**config.mk**
```make
export PLATFORM = sky130hd
export DESIGN_NAME = cache_arbiter
export DESIGN_NICKNAME = d
export VERILOG_FILES = /design/src/rtl/rapid_pkg.sv /design/src/rtl/cache_arbiter.sv
export SDC_FILE = /design/constraint.sdc
export NUM_CORES = 1
export LEC_CHECK = 0
export ABC_AREA = 1
export ABC_CLOCK_PERIOD_IN_PS = 1950
export CAP_MARGIN = 20
export CORE_ASPECT_RATIO = 0.5
export CORE_MARGIN = 2
export CORE_UTILIZATION = 39
export CTS_CLUSTER_DIAMETER = 100
export DETAILED_ROUTE_END_ITERATION = 8
export GPL_TIMING_DRIVEN = 0
export PLACE_DENSITY = 0.88
export SYNTH_ARGS = -nofsm -noshare
export SYNTH_HDL_FRONTEND = slang
export SYNTH_SLANG_ARGS = --single-unit
```
**constraint.sdc**
```tcl
create_clock -name clk -period 1.95 [get_ports clk]
set_clock_uncertainty 0.2 [all_clocks]
set_input_delay 0.2925 -clock clk [delete_from_list [all_inputs] [get_ports clk]]
set_output_delay 0.2925 -clock clk [all_outputs]
set_load 0.1 [all_outputs]
```
**src/rtl/rapid_pkg.sv**
```systemverilog
// Shared types for the IF/MEM cache arbiter: cache request encodings,
// arbiter state and transaction owner.
package rapid_pkg;

  typedef enum logic {
    CACHE_READ  = 1'b0,
    CACHE_WRITE = 1'b1
  } cache_rw;

  typedef enum logic [1:0] {
    CACHE_NOP    = 2'd0,
    QUARTER_WORD = 2'd1,
    HALF_WORD    = 2'd2,
    WORD         = 2'd3
  } cache_operation;

  typedef enum logic [1:0] {
    ARB_IDLE  = 2'd0,
    ARB_ISSUE = 2'd1,
    ARB_WAIT  = 2'd2,
    ARB_RESP  = 2'd3
  } arb_state_t;

  typedef enum logic {
    OWN_IF  = 1'b0,
    OWN_MEM = 1'b1
  } arb_owner_t;

endpackage

```
**src/rtl/cache_arbiter.sv**
```systemverilog
// Arbitrates instruction-fetch and data-memory requests onto a single cache
// port, one transaction outstanding at a time. MEM has priority but may win
// at most MEM_STREAK_MAX times in a row while IF is waiting.
//
// state     | meaning
// ----------+-----------------------------------------------------------
// ARB_IDLE  | arbitrate; latch owner and payload on a grant
// ARB_ISSUE | c_req_o held with latched payload until c_ready_i
// ARB_WAIT  | waiting for c_done_i, captures c_rdata_i
// ARB_RESP  | rvalid pulse to owner (delayed one cycle on bypass grants)
module cache_arbiter
  import rapid_pkg::*;
#(
  parameter int MEM_STREAK_MAX = 4
) (
  input  logic           clk,
  input  logic           rst,
  input  logic           if_req_i,
  input  logic [31:0]    if_addr_i,
  output logic           if_gnt_o,
  output logic           if_rvalid_o,
  output logic [31:0]    if_rdata_o,
  input  logic           mem_req_i,
  input  cache_rw        mem_rw_i,
  input  cache_operation mem_op_i,
  input  logic [31:0]    mem_addr_i,
  input  logic [31:0]    mem_wdata_i,
  output logic           mem_gnt_o,
  output logic           mem_rvalid_o,
  output logic           mem_err_o,
  output logic [31:0]    mem_rdata_o,
  output logic           c_req_o,
  output cache_rw        c_rw_o,
  output cache_operation c_op_o,
  output logic [31:0]    c_addr_o,
  output logic [31:0]    c_wdata_o,
  input  logic           c_ready_i,
  input  logic           c_done_i,
  input  logic [31:0]    c_rdata_i
);

  localparam int STREAK_W = $clog2(MEM_STREAK_MAX + 1);
  localparam logic [STREAK_W-1:0] STREAK_MAX = STREAK_W'(MEM_STREAK_MAX);

  arb_state_t           state_q,  state_d;
  arb_owner_t           owner_q,  owner_d;
  logic                 err_q,    err_d;
  cache_rw              rw_q,     rw_d;
  cache_operation       op_q,     op_d;
  logic [31:0]          addr_q,   addr_d;
  logic [31:0]          wdata_q,  wdata_d;
  logic [31:0]          rdata_q,  rdata_d;
  logic                 if_gnt_q, if_gnt_d;
  logic                 mem_gnt_q, mem_gnt_d;
  logic [STREAK_W-1:0]  streak_q, streak_d;
  logic                 resp_fire;
  logic                 mem_bad;

  function automatic logic is_misaligned(cache_operation op, logic [1:0] addr_lo);
    case (op)
      HALF_WORD: return addr_lo[0];
      WORD:      return addr_lo != 2'b00;
      default:   return 1'b0;
    endcase
  endfunction

  assign mem_bad = is_misaligned(mem_op_i, mem_addr_i[1:0]);

  // A bypass grant (NOP or misaligned) jumps straight to ARB_RESP while its
  // gnt pulse is still pending, so rvalid is held off until the cycle after gnt.
  assign resp_fire = (state_q == ARB_RESP) && !if_gnt_q && !mem_gnt_q;

  // Next-state, arbitration and payload latching
  always_comb begin
    state_d   = state_q;
    owner_d   = owner_q;
    err_d     = err_q;
    rw_d      = rw_q;
    op_d      = op_q;
    addr_d    = addr_q;
    wdata_d   = wdata_q;
    rdata_d   = rdata_q;
    streak_d  = streak_q;
    if_gnt_d  = 1'b0;
    mem_gnt_d = 1'b0;
    case (state_q)
      ARB_IDLE: begin
        if (!if_req_i) streak_d = '0;
        if (mem_req_i && ((streak_q < STREAK_MAX) || !if_req_i)) begin
          owner_d   = OWN_MEM;
          mem_gnt_d = 1'b1;
          rw_d      = mem_rw_i;
          op_d      = mem_op_i;
          addr_d    = mem_addr_i;
          wdata_d   = mem_wdata_i;
          rdata_d   = '0;
          err_d     = mem_bad;
          if (if_req_i)
            streak_d = (streak_q == STREAK_MAX) ? streak_q : streak_q + 1'b1;
          state_d   = (mem_bad || mem_op_i == CACHE_NOP) ? ARB_RESP : ARB_ISSUE;
        end else if (if_req_i) begin
          owner_d  = OWN_IF;
          if_gnt_d = 1'b1;
          rw_d     = CACHE_READ;
          op_d     = WORD;
          addr_d   = if_addr_i;
          wdata_d  = '0;
          rdata_d  = '0;
          err_d    = 1'b0;
          streak_d = '0;
          state_d  = ARB_ISSUE;
        end
      end
      ARB_ISSUE: if (c_ready_i) state_d = ARB_WAIT;
      ARB_WAIT: begin
        if (c_done_i) begin
          rdata_d = c_rdata_i;
          state_d = ARB_RESP;
        end
      end
      ARB_RESP: if (resp_fire) state_d = ARB_IDLE;
      default:  state_d = ARB_IDLE;
    endcase
  end

  // State and payload registers with synchronous reset
  always_ff @(posedge clk) begin
    if (rst) begin
      state_q   <= ARB_IDLE;
      owner_q   <= OWN_IF;
      err_q     <= 1'b0;
      rw_q      <= CACHE_READ;
      op_q      <= CACHE_NOP;
      addr_q    <= '0;
      wdata_q   <= '0;
      rdata_q   <= '0;
      streak_q  <= '0;
      if_gnt_q  <= 1'b0;
      mem_gnt_q <= 1'b0;
    end else begin
      state_q   <= state_d;
      owner_q   <= owner_d;
      err_q     <= err_d;
      rw_q      <= rw_d;
      op_q      <= op_d;
      addr_q    <= addr_d;
      wdata_q   <= wdata_d;
      rdata_q   <= rdata_d;
      streak_q  <= streak_d;
      if_gnt_q  <= if_gnt_d;
      mem_gnt_q <= mem_gnt_d;
    end
  end

  assign if_gnt_o     = if_gnt_q;
  assign mem_gnt_o    = mem_gnt_q;
  assign c_req_o      = (state_q == ARB_ISSUE);
  assign c_rw_o       = rw_q;
  assign c_op_o       = op_q;
  assign c_addr_o     = addr_q;
  assign c_wdata_o    = wdata_q;
  assign if_rvalid_o  = resp_fire && (owner_q == OWN_IF);
  assign if_rdata_o   = if_rvalid_o ? rdata_q : '0;
  assign mem_rvalid_o = resp_fire && (owner_q == OWN_MEM);
  assign mem_err_o    = mem_rvalid_o && err_q;
  assign mem_rdata_o  = mem_rvalid_o ? rdata_q : '0;

endmodule

```
==> metrics.log <==
INFO  metric worstPathBufferInverterCount = 4
INFO  metric drt_drc_violations_left = 0
INFO  metric timing.critical_path.from_type = flop
INFO  metric number_of_enable_flip_flop_cells_after_synthesis = 0
INFO  metric tritoncts_clock_tree = done
INFO  metric post_cts_hold_buffer_count = 0
INFO  metric arithmetic_cell_share_of_the_synthesized_area_counting_full_adders_half_adders_and_majority_gates = 1.74%
INFO  metric synth_commonest_cells = 276 x sky130_fd_sc_hd__nand2_1, 203 x sky130_fd_sc_hd__nor2_1, 108 x sky130_fd_sc_hd__dfxtp_1
INFO  metric worst_path_largest_cell_delay = 0.38 ns
INFO  metric detailed_place.area = 8550 µm²
INFO  metric place_congestion = 0.828
INFO  metric drt_pass1_iterations = 6
INFO  metric portBuffers = 273
INFO  metric share_of_final_layout_standard_cells_stronger_than_drive_strength_1 = 28.4%
INFO  metric cts_max_path_buffers = 2
INFO  metric clock_latency_late_sink = 0.35 ns
INFO  metric synth_nets = 931
INFO  metric ys.warnings.count = 0
INFO  metric n_antenna_cell = 0
INFO  metric min-delay-path-class = primary input to flop
INFO  metric grt_first_pass_wirelength = 31.4 mm
INFO  metric globalRouteOverflowTotal = 0
INFO  metric hpwlAfterDp = 12.8 mm
INFO  metric required = 1.46 ns
INFO  metric drt-initial-drc-count = 456
INFO  metric clockRootBuffer = sky130_fd_sc_hd__clkbuf_16
INFO  metric final_antenna_net_count = 0
INFO  metric cts_num_sinks = 108
INFO  metric post-route-worst-setup-slack = -0.577 ns
INFO  metric global_route.usage.total = 28.8%
INFO  metric chipWidth = 164 µm
INFO  metric placeableCoreArea = 12600 µm²
INFO  metric grt_antenna_before_repair = 0
INFO  metric wirelength = 22.3 mm
INFO  metric area_delta_synth_final = 102%
INFO  metric cp_top_family = simple AND/OR/NAND/NOR gates
INFO  metric grt_pass1_vias = 6288
INFO  metric cts-buffers-inserted = 9
INFO  metric status = finished, violations left
INFO  metric finalHoldViolations = 0
INFO  metric yosys.area_share.simple = 40.6%
INFO  metric synth_compound_area_share = 4.88%
INFO  metric timing.critical_path.cells = ha_4 -> inv_2 -> nor3_4 -> inv_1 -> or2_4 -> clkbuf_16 -> nor2_4 -> buf_12
INFO  metric timing.max_slew.rel_slack = 61.5%
INFO  metric design_power_total = 0.0141 W
INFO  metric syn-mean-instance-area = 6.38 µm²
INFO  metric post_syn_area = 5020 µm²
INFO  metric netlist_top_cells_area = sky130_fd_sc_hd__dfxtp_1 43%, sky130_fd_sc_hd__nand2_1 21%, sky130_fd_sc_hd__nor2_1 15%
INFO  metric synth_top_cell_by_area = sky130_fd_sc_hd__dfxtp_1
INFO  metric crit_path_max_fanout = 5
INFO  metric powerDensity = 1390 nW/µm²
INFO  metric final_max_slew_viol_count = 0
INFO  metric synth-seq-cells = 108
INFO  metric post_synthesis_instance_total = 787
INFO  metric synth.area.mux_share = 0%
INFO  metric transition_time_at_the_pin_with_the_least_slew_margin = 0.580 ns
INFO  metric synth_flop_cell = sky130_fd_sc_hd__dfxtp_1
INFO  metric endpoint_kind_of_the_worst_setup_timing_path = output port
INFO  metric leakagePower = 4.29 nW
INFO  metric design.final.nets = 1242
INFO  metric critical_path.slowest_cell = sky130_fd_sc_hd__dfxtp_4
INFO  metric dpl_worst_slack = -1.12 ns
INFO  metric design_area = 10200 µm²
INFO  metric maximum_number_of_pins_on_one_net_before_global_route_repair = 19
INFO  metric ios = 274
INFO  metric ys_seq_area_share = 43.0%
INFO  metric path_class = flop to output port
INFO  metric finalCriticalPeriod = 2.53 ns
INFO  metric cp.arrival = 2.03 ns
INFO  metric rsz0062_at_grt = true
INFO  metric timing.hold.ws = 0.268 ns
INFO  metric cts_htree_levels = 3
INFO  metric start_util = 39.8%
INFO  metric synth_top_cell_area_share = 43.0%
INFO  metric synth_async_sr_flop_share = 0%
INFO  metric synthMostInstantiatedCell = sky130_fd_sc_hd__nand2_1
INFO  metric setup_violations = 72
INFO  metric wl_per_cell = 17.5 µm
INFO  metric violations = setup timing
INFO  metric combinational_family_with_the_most_area_after_synthesis = simple AND/OR/NAND/NOR gates
INFO  metric timing.fmax = 396 MHz
INFO  metric synth_cell_types = 25
INFO  metric final_min_period_over_clock_period = 130%
INFO  metric clk_pin_slew_worst_paths = 0.08 ns
INFO  metric die-area = 13900 µm²
INFO  metric die_height = 84.2 µm
INFO  metric average_vias_per_placed_instance = 5.08
INFO  metric vias = 6464
INFO  metric rows = 29
INFO  metric max-vdd-ir-drop = 0.806 mV
INFO  metric timing.max_cap.violations = 0
INFO  metric post_synth_xor_area_fraction = 0%
## layout make-up
cell class | count | area (µm²)
repair buffers | 299 | 3860
multi-input cells | 578 | 2970
fillers | 706 | 2470
flip-flops and latches | 108 | 2180
plain buffers | 46 | 444
clock buffers | 10 | 229
inverters | 56 | 220
well taps | 170 | 213
clock inverters | 6 | 48.8
## placed cells by master (no fill, tap or decap), drive strengths merged
| master | n |
|---|---|
| nand2 | 278 |
| nor2 | 204 |
| clkdlybuf4s50 | 136 |
| buf | 118 |
| dfxtp | 108 |
| clkdlybuf4s15 | 69 |
| inv | 56 |
| o21ai | 39 |
| nand3 | 37 |
| clkbuf | 32 |
| ha | 7 |
| a21oi | 5 |
| clkinvlp | 4 |
| or2 | 2 |
| nand4 | 2 |
| nor3 | 2 |
| clkinv | 2 |
| a31oi | 1 |
| a211oi | 1 |
## state kept, by name, summed over array words and instances (netlist names)
register	flops
mem_gnt_o	1
c_rw_o	1
state_q	2
c_op_o	2
c_addr_o	32
rdata_q	32
c_wdata_o	32
if_gnt_o	1
owner_q	1
streak_q	3
err_q	1
## what timing repair did
action	CTS	global route
hold endpoints to repair	0	0
buffers inserted	7	12
resized for setup	846	41
setup endpoints to repair	222	137
pin swaps	4	7
cloned	4	6
## per-stage QoR
stage | instances | utilization, % | setup TNS (ns)
5_1_grt | 1273 | 80.5 | -36.65
3_3_place_gp | 1230 | 67.7 | -77.67
4_1_cts | 1257 | 78.3 | -25.94
6_report | 1273 | 80.5 | -34.37
2_1_floorplan | 787 | - | -14.45
3_5_place_dp | 1230 | 67.7 | -87.18
## logic make-up (layout without fill, tap and decap cells)
logic type,count (synthesis),count (layout)
simple gates,523,525
flops,108,108
buf+inv,103,417
compound gates,46,46
fa+ha+maj,7,7
## final timing paths
path                  startpoint        endpoint  slack (ns)  cells past startpoint
hold / removal    mem_wdata_i[9]    c_wdata_o[9]        0.27                      3
setup reg to reg      state_q[0]     rdata_q[29]       -0.07                     10
setup / recovery      state_q[0]  if_rdata_o[25]       -0.58                      8
hold reg to reg     c_wdata_o[9]    c_wdata_o[9]        0.27                      2
## worst register-to-register path, delay by kind of cell (launching register included)
kind            cells  cell delay [ns]
buf+inv             5             0.61
flops               1             0.38
simple gates        3             0.37
fa+ha+maj           1             0.20
compound gates      1             0.15
## report_power, final
group,internal (W),switching [W]
Combinational,0.00270,0.00628
Clock,0.000882,0.000899
Sequential,0.00291,0.000436
Total,0.00650,0.00761
## per-layer routing
layer / up-vias / track usage [%] / share of wire (%)
li1: 3005 / - / -
met4: 0 / 15.9 / 5.6
met2: 362 / 53.8 / 52
met5: - / 0 / 0
met3: 107 / 7.02 / 6.1
met1: 2990 / 29.6 / 37
No activity file was read; power rests on OpenSTA's default activity.
